<file path="src/rtl/wb_master_bridge.sv">
// Single-outstanding Wishbone classic initiator.
// Accepts one command on a valid/ready port, runs exactly one Wishbone read or
// write cycle, and returns read data plus an error flag on a valid/ready
// response port. A bus timeout aborts cycles that a slave never acknowledges.
//
// Ports:
//   clk, rst                      clock (rising edge), async active-high reset
//   cmd_valid/cmd_ready           command handshake
//   cmd_we, cmd_adr, cmd_sel,     command: direction, byte address, lane
//   cmd_dat                       select, write data
//   rsp_valid/rsp_ready           response handshake
//   rsp_dat, rsp_err              read data (0 for writes/errors), timeout flag
//   wb_cyc_o .. wb_dat_o          Wishbone initiator outputs (all registered)
//   wb_dat_i, wb_ack_i            Wishbone read data and acknowledge
//   busy                          high whenever a command is in progress
module wb_master_bridge #(
  parameter int unsigned addr_width     = 32,
  parameter int unsigned timeout_cycles = 255,
  parameter int unsigned cnt_width      = 8
) (
  input  logic                  clk,
  input  logic                  rst,
  input  logic                  cmd_valid,
  output logic                  cmd_ready,
  input  logic                  cmd_we,
  input  logic [addr_width-1:0] cmd_adr,
  input  logic [3:0]            cmd_sel,
  input  logic [31:0]           cmd_dat,
  output logic                  rsp_valid,
  input  logic                  rsp_ready,
  output logic [31:0]           rsp_dat,
  output logic                  rsp_err,
  output logic                  wb_cyc_o,
  output logic                  wb_stb_o,
  output logic                  wb_we_o,
  output logic [addr_width-1:0] wb_adr_o,
  output logic [3:0]            wb_sel_o,
  output logic [31:0]           wb_dat_o,
  input  logic [31:0]           wb_dat_i,
  input  logic                  wb_ack_i,
  output logic                  busy
);

  typedef enum logic [1:0] {StIdle, StBus, StResp} state_e;

  localparam bit TimeoutEn = (timeout_cycles != 0);
  // Counter value on the last permitted BUS edge; cyc/stb then span exactly
  // timeout_cycles cycles because the counter is cleared on the accept edge.
  localparam logic [cnt_width-1:0] CntLast =
    TimeoutEn ? cnt_width'(timeout_cycles - 1) : '0;

  state_e               state_q;
  logic [cnt_width-1:0] cnt_q;

  assign cmd_ready = (state_q == StIdle);
  assign busy      = (state_q != StIdle);

  always_ff @(posedge clk or posedge rst) begin
    if (rst) begin
      state_q   <= StIdle;
      cnt_q     <= '0;
      wb_cyc_o  <= 1'b0;
      wb_stb_o  <= 1'b0;
      wb_we_o   <= 1'b0;
      wb_adr_o  <= '0;
      wb_sel_o  <= '0;
      wb_dat_o  <= '0;
      rsp_valid <= 1'b0;
      rsp_err   <= 1'b0;
      rsp_dat   <= '0;
    end else begin
      unique case (state_q)
        StIdle: begin
          if (cmd_valid) begin
            wb_cyc_o <= 1'b1;
            wb_stb_o <= 1'b1;
            wb_we_o  <= cmd_we;
            wb_adr_o <= cmd_adr;
            wb_sel_o <= cmd_sel;
            wb_dat_o <= cmd_dat;
            cnt_q    <= '0;
            state_q  <= StBus;
          end
        end
        StBus: begin
          // Ack has priority over a timeout landing on the same edge.
          if (wb_ack_i) begin
            wb_cyc_o  <= 1'b0;
            wb_stb_o  <= 1'b0;
            wb_we_o   <= 1'b0;
            rsp_dat   <= wb_we_o ? 32'h0 : wb_dat_i;
            rsp_err   <= 1'b0;
            rsp_valid <= 1'b1;
            state_q   <= StResp;
          end else if (TimeoutEn && (cnt_q == CntLast)) begin
            wb_cyc_o  <= 1'b0;
            wb_stb_o  <= 1'b0;
            wb_we_o   <= 1'b0;
            rsp_dat   <= 32'h0;
            rsp_err   <= 1'b1;
            rsp_valid <= 1'b1;
            state_q   <= StResp;
          end else if (cnt_q != '1) begin
            cnt_q <= cnt_q + 1'b1;
          end
        end
        StResp: begin
          if (rsp_ready) begin
            rsp_valid <= 1'b0;
            state_q   <= StIdle;
          end
        end
        default: state_q <= StIdle;
      endcase
    end
  end

endmodule

</file>
<file path="config.mk">
export PLATFORM = sky130hd
export DESIGN_NAME = wb_master_bridge
export DESIGN_NICKNAME = d
export VERILOG_FILES = /design/src/rtl/wb_master_bridge.sv
export SDC_FILE = /design/constraint.sdc
export NUM_CORES = 1
export LEC_CHECK = 0
export CORE_MARGIN = 4
export CORE_UTILIZATION = 37
export DETAILED_ROUTE_END_ITERATION = 7
export PLACE_DENSITY = 0.77
export SLEW_MARGIN = 30
export SYNTH_ARGS = -nofsm -noshare
export SYNTH_HDL_FRONTEND = slang
export SYNTH_SLANG_ARGS = --single-unit
</file>
<file path="constraint.sdc">
create_clock -name clk -period 3.71 [get_ports clk]
set_input_delay 0.742 -clock clk [delete_from_list [all_inputs] [get_ports clk]]
set_output_delay 0.742 -clock clk [all_outputs]
set_load 0.02 [all_outputs]
</file>
* Word level (Yosys, flattened, before mapping)
Cells that the tools add are included.
** Word-level totals
- Flip-flop bits (word level) :: 114
- Bits of input ports :: 106
- Output and inout port bits :: 107
** Operators by class
- $add $sub $neg :: 1
- Equal/unequal tests :: 10
- Mux-type cells :: 24
- Reduce and logical (&&, ||, !) cells :: 11
** Operators by type and width (number)
- two-way mux 32 bit :: 3
- two-way mux 8 bit :: 4
- case mux 8 bit (2 select lines) :: 1
- != test 2 bit (second input constant) :: 5
- AND reduction 3 bit :: 3
- adder 8 x 1 -> 8 bit (second input constant) :: 1
- equality test 8 bit (second input constant) :: 1
- two-way mux 1 bit :: 8
- two-way mux 2 bit :: 4
- != test 8 bit (second input constant) :: 1
- nonzero test 2 bit :: 4
- case mux 1 bit (2 select lines) :: 3
- case mux 2 bit (3 select lines) :: 1
- AND reduction 5 bit :: 1
- AND reduction 2 bit :: 2
- != test 3 bit (second input constant) :: 1
- equality test 2 x 1 -> 1 bit (second input constant) :: 1
- equality test 2 bit (second input constant) :: 1
- logical NOT 2 bit :: 1

* Logic depth before layout (Yosys ltp)
- Depth after elaboration :: 5
- Mapped depth :: 7
- Gate-level depth less buffers :: 6

* Worst setup path after synthesis
No wires, ideal clock.
- Path type :: input to register
- Start :: in wb_ack_i
- End :: reg cnt_q[1]
- Setup time :: 0.125 ns
- Data arrival time :: 1.795 ns
- Data required time :: 3.585 ns
- Setup slack :: 1.790 ns
- Stages on the path :: 5
- Path through :: clkbuf_1 -> nor3b_1 -> nor2_2 -> a21oi_2 -> mux2_4
** Between the ends
- Longest elaborated chain between the ends :: 2
** RTL lines
- start: declaration :: line 40 : input logic wb_ack_i,
- != test 2 bit (no line)
- AND reduction 5 bit (no line)
- end signal: assignment :: line 104 : cnt_q <= cnt_q + 1'b1;
- end: declaration :: line 53 : logic [cnt_width-1:0] cnt_q;
No other way between the ends.
A chain may end at the register's enable or synchronous reset.

* Final worst setup path
- Start :: reg state_q[0]
- End :: out cmd_ready
** Between the ends
- Longest elaborated chain between the ends :: 1
** RTL lines
- start: declaration :: line 52 : state_e state_q;
- start signal: assignment :: line 60 : state_q <= StIdle;
- start signal: assignment :: line 82 : state_q <= StBus;
- start signal: assignment :: line 94 : state_q <= StResp;
- logical NOT 2 bit :: line 55 : assign cmd_ready = (state_q == StIdle);
- end: declaration :: line 24 : output logic cmd_ready,
No other way between the ends.

==> summary.txt <==
Place
  • Worst slack, placed: 1.15 ns
  • RD Place Congestion: 0.771
  • Inst Count DP: 643
  • # port buffers: 212
  • Post-DP HPWL: 8790 µm

Floorplan
  • I/O pins: 213
  • Die height: 118 µm
  • Row count: 39
  • Die Footprint: 13900 µm²
  • Die Wd: 118 µm
  • Initial core utilization: 38.5%
  • CORE AREA: 11600 µm²

STA
  • Final setup fails: 0
  • Min Tclk post-route: 2.40 ns
  • Final TNS setup: 0 ns
  • Unrepaired setup endpoints after global routing: false
  • Final Worst Setup Slack: 1.31 ns
  • Slew Viols, Final: 0
  • Final hold violation count: 0
  • Part of the cycle the worst path needs: 64.7%
  • Peak Freq: 0.417 GHz
  • Clk_skew: 0.00414 ns
  • Worst slew margin relative to its limit: 45.7%
  • Slew @ Worst Pin: 0.813 ns
  • Worst hold slack: 0.494 ns

Worst hold path
  • Worst hold path class: register to register
  • Hold EP: rsp_err
  • Hold path startpoint: rsp_err
  • Hold path depth: 1

Clock network
  • Clock transition at the registers of the reported paths: 0.05 ns
  • Worst-Skew Late Latency: 0.40 ns
  • Clock root cell: clkbuf_16
  • H-tree depth: 4
  • CTS Buf Count: 17
  • Post-CTS Setup Bufs: 0
  • Hold Buf Count CTS: 0
  • CTS sink count: 114
  • Post-CTS sizing: 0
  • TritonCTS clock tree: done
  • Maximum buffer depth of the clock tree: 2

Detailed routing
  • Final WL: 11900 µm
  • Routed vias: 3362
  • Via density: 4.98
  • Pre-antenna DRT Iters: 4
  • Iter 0 DRT Violations: 132
  • Drc violations: 0
  • Wire per inst: 17.7 µm
  • Final ANT Viol Nets: 0

Yosys
  • Post-synthesis average cell area: 14.8 µm²
  • Post-synthesis async set-or-reset flop share: 100%
  • Post-synth EDFFs: 0
  • Sequential share of the synthesized area: 63.7%
  • #FFs+latches synth: 114
  • Cells after Synth: 302
  • Synth warn: 0
  • Synthesized net count: 410
  • Dominant synthesized flop cell: dfrtp_1
  • Distinct cells, synth: 40
  • Post-synthesis cell area: 4480 µm²

Final layout
  • Multi-input logic area: 1500 µm²
  • ANT cells: 0
  • Fillers: 930
  • Non-filler instance count after layout: 675
  • FF/Latch Area: 2850 µm²
  • Share of cells above drive strength 1: 21.8%
  • Area added between synthesis and finish: 63.3%
  • Layout Nets: 627

Setup path
  • Crit end category: output port
  • CP required: 2.97 ns
  • Worst Path Arrival: 1.66 ns
  • FF-to-FF End: rsp_dat[18]
  • R2R cell count: 3
  • Worst r2r src: state_q[0]
  • Crit path max fanout: 7
  • Startpoint Class: register
  • Critical path class: register to output port
  • Worst R2R Setup Slack: 1.41 ns

Global route
  • Met3 usage: 9.61%
  • Met2 Use GR: 28.4%
  • GR peak layer: met2
  • First-pass GRT wire length: 19300 µm
  • Vias in the first global route: 3660
  • Largest net degree at the start of global routing: 64
  • Met1 track demand over resource: 19.4%
  • Initial antenna violation count: 0
  • Grt ovf: 0
  • GRT Util Overall: 17.5%

Power
  • Power per cell area: 936 nW/µm²
  • LEAKAGE: 3.06 nW
  • VDD IR max: 0.509 mV

Outcome
  • Status: finished, final reports clean

Run
  • Max-Cap Viols: 0
## cells in the final DEF, fill, tap and decap left out, drive strengths merged, types with 2 or more instances in the layout
master	count
nand2	11
nand4	2
nor3	5
dfrtp	114
clkinv	6
buf	4
mux2	69
bufinv	3
a22o	33
inv	3
mux2i	2
clkinvlp	6
clkbuf	18
nor3b	2
nor4	2
nand3	5
clkdlybuf4s50	212
nand2b	3
ha	2
o211ai	3
nor2	6
a21oi	5
o21ai	6
o21a	2
## where the power goes
group          leakage (nW)  internal (mW)  switching (mW)  total, mW
Sequential             1.39           1.82           0.355       2.18
Clock                 0.278           1.05           0.558       1.61
Combinational          1.40           1.61            1.45       3.05
## registers in the layout (all words and copies together) (netlist names)
signal and count:
cnt_q 8, rsp_dat 32, rsp_err 1, rsp_valid 1, state_q 2, wb_adr_o 32, wb_dat_o 32, wb_sel_o 4
wb_stb_o 1, wb_we_o 1
## Yosys cell counts, drive strengths merged (2+ instances only)
master / instances / share of area [%]
dfrtp: 114 / 64
mux2: 69 / 17
a22o: 33 / 6.5
buf: 17 / 2.4
nand2: 11 / 1.0
nor2: 6 / 0.73
o21ai: 6 / 0.67
a21oi: 5 / 0.64
nand3: 5 / 0.67
nor3: 5 / 0.81
inv: 4 / 0.34
nand2b: 3 / 0.59
o211ai: 3 / 0.61
ha: 2 / 0.56
mux2i: 2 / 0.45
nand4: 2 / 0.28
nor3b: 2 / 0.34
nor4: 2 / 0.28
o21a: 2 / 0.34
## metrics by stage
stage | total power, mW | utilization (%) | area [µm²]
6_report | 6.84 | 62.9 | 7310
5_1_grt | 7.20 | 62.9 | 7310
4_1_cts | 6.92 | 62.9 | 7310
3_5_place_dp | 5.26 | 57.8 | 6720
3_3_place_gp | 5.18 | 57.8 | 6720
2_1_floorplan | 3.79 | - | 4480
## cells by family after synthesis
family | count (synthesis) | share of synthesized area, %
flops | 114 | 63.7
buf+inv | 22 | 2.85
fa+ha+maj | 2 | 0.559
simple gates | 39 | 5.17
compound gates | 54 | 9.78
mux | 71 | 17.9
## critical path: stages (launching register included)
cell	delay (ns)
dfrtp_1	0.47
nor2_1	0.17
clkdlybuf4s50_1	0.62
## final cells by class
cell class                 count  share of cell area (%)
multi-input combinational    166                    20.5
inverter                       4                   0.257
tap                          143                    2.45
clock inverter                14                    2.26
clock buffer                  18                    5.87
sequential                   114                    39.0
timing repair buffer         216                    29.6
## worst max path at each step
stage / end / slack (ns) / start
global placement: rsp_dat[3] / 1.20 / wb_ack_i
detailed placement: cnt_q[1] / 1.15 / wb_ack_i
finish: cmd_ready / 1.31 / state_q[0]
CTS: cmd_ready / 1.29 / state_q[0]
global route: cmd_ready / 1.22 / state_q[0]
floorplan: cnt_q[0] / 1.58 / rst
## layer usage
metal	vias to the layer above	part of all wire [%]
li1	1537	-
met5	-	0
met1	1636	39
met3	13	11
met4	0	1.2
met2	176	49
No activity file was read; power rests on OpenSTA's default activity.
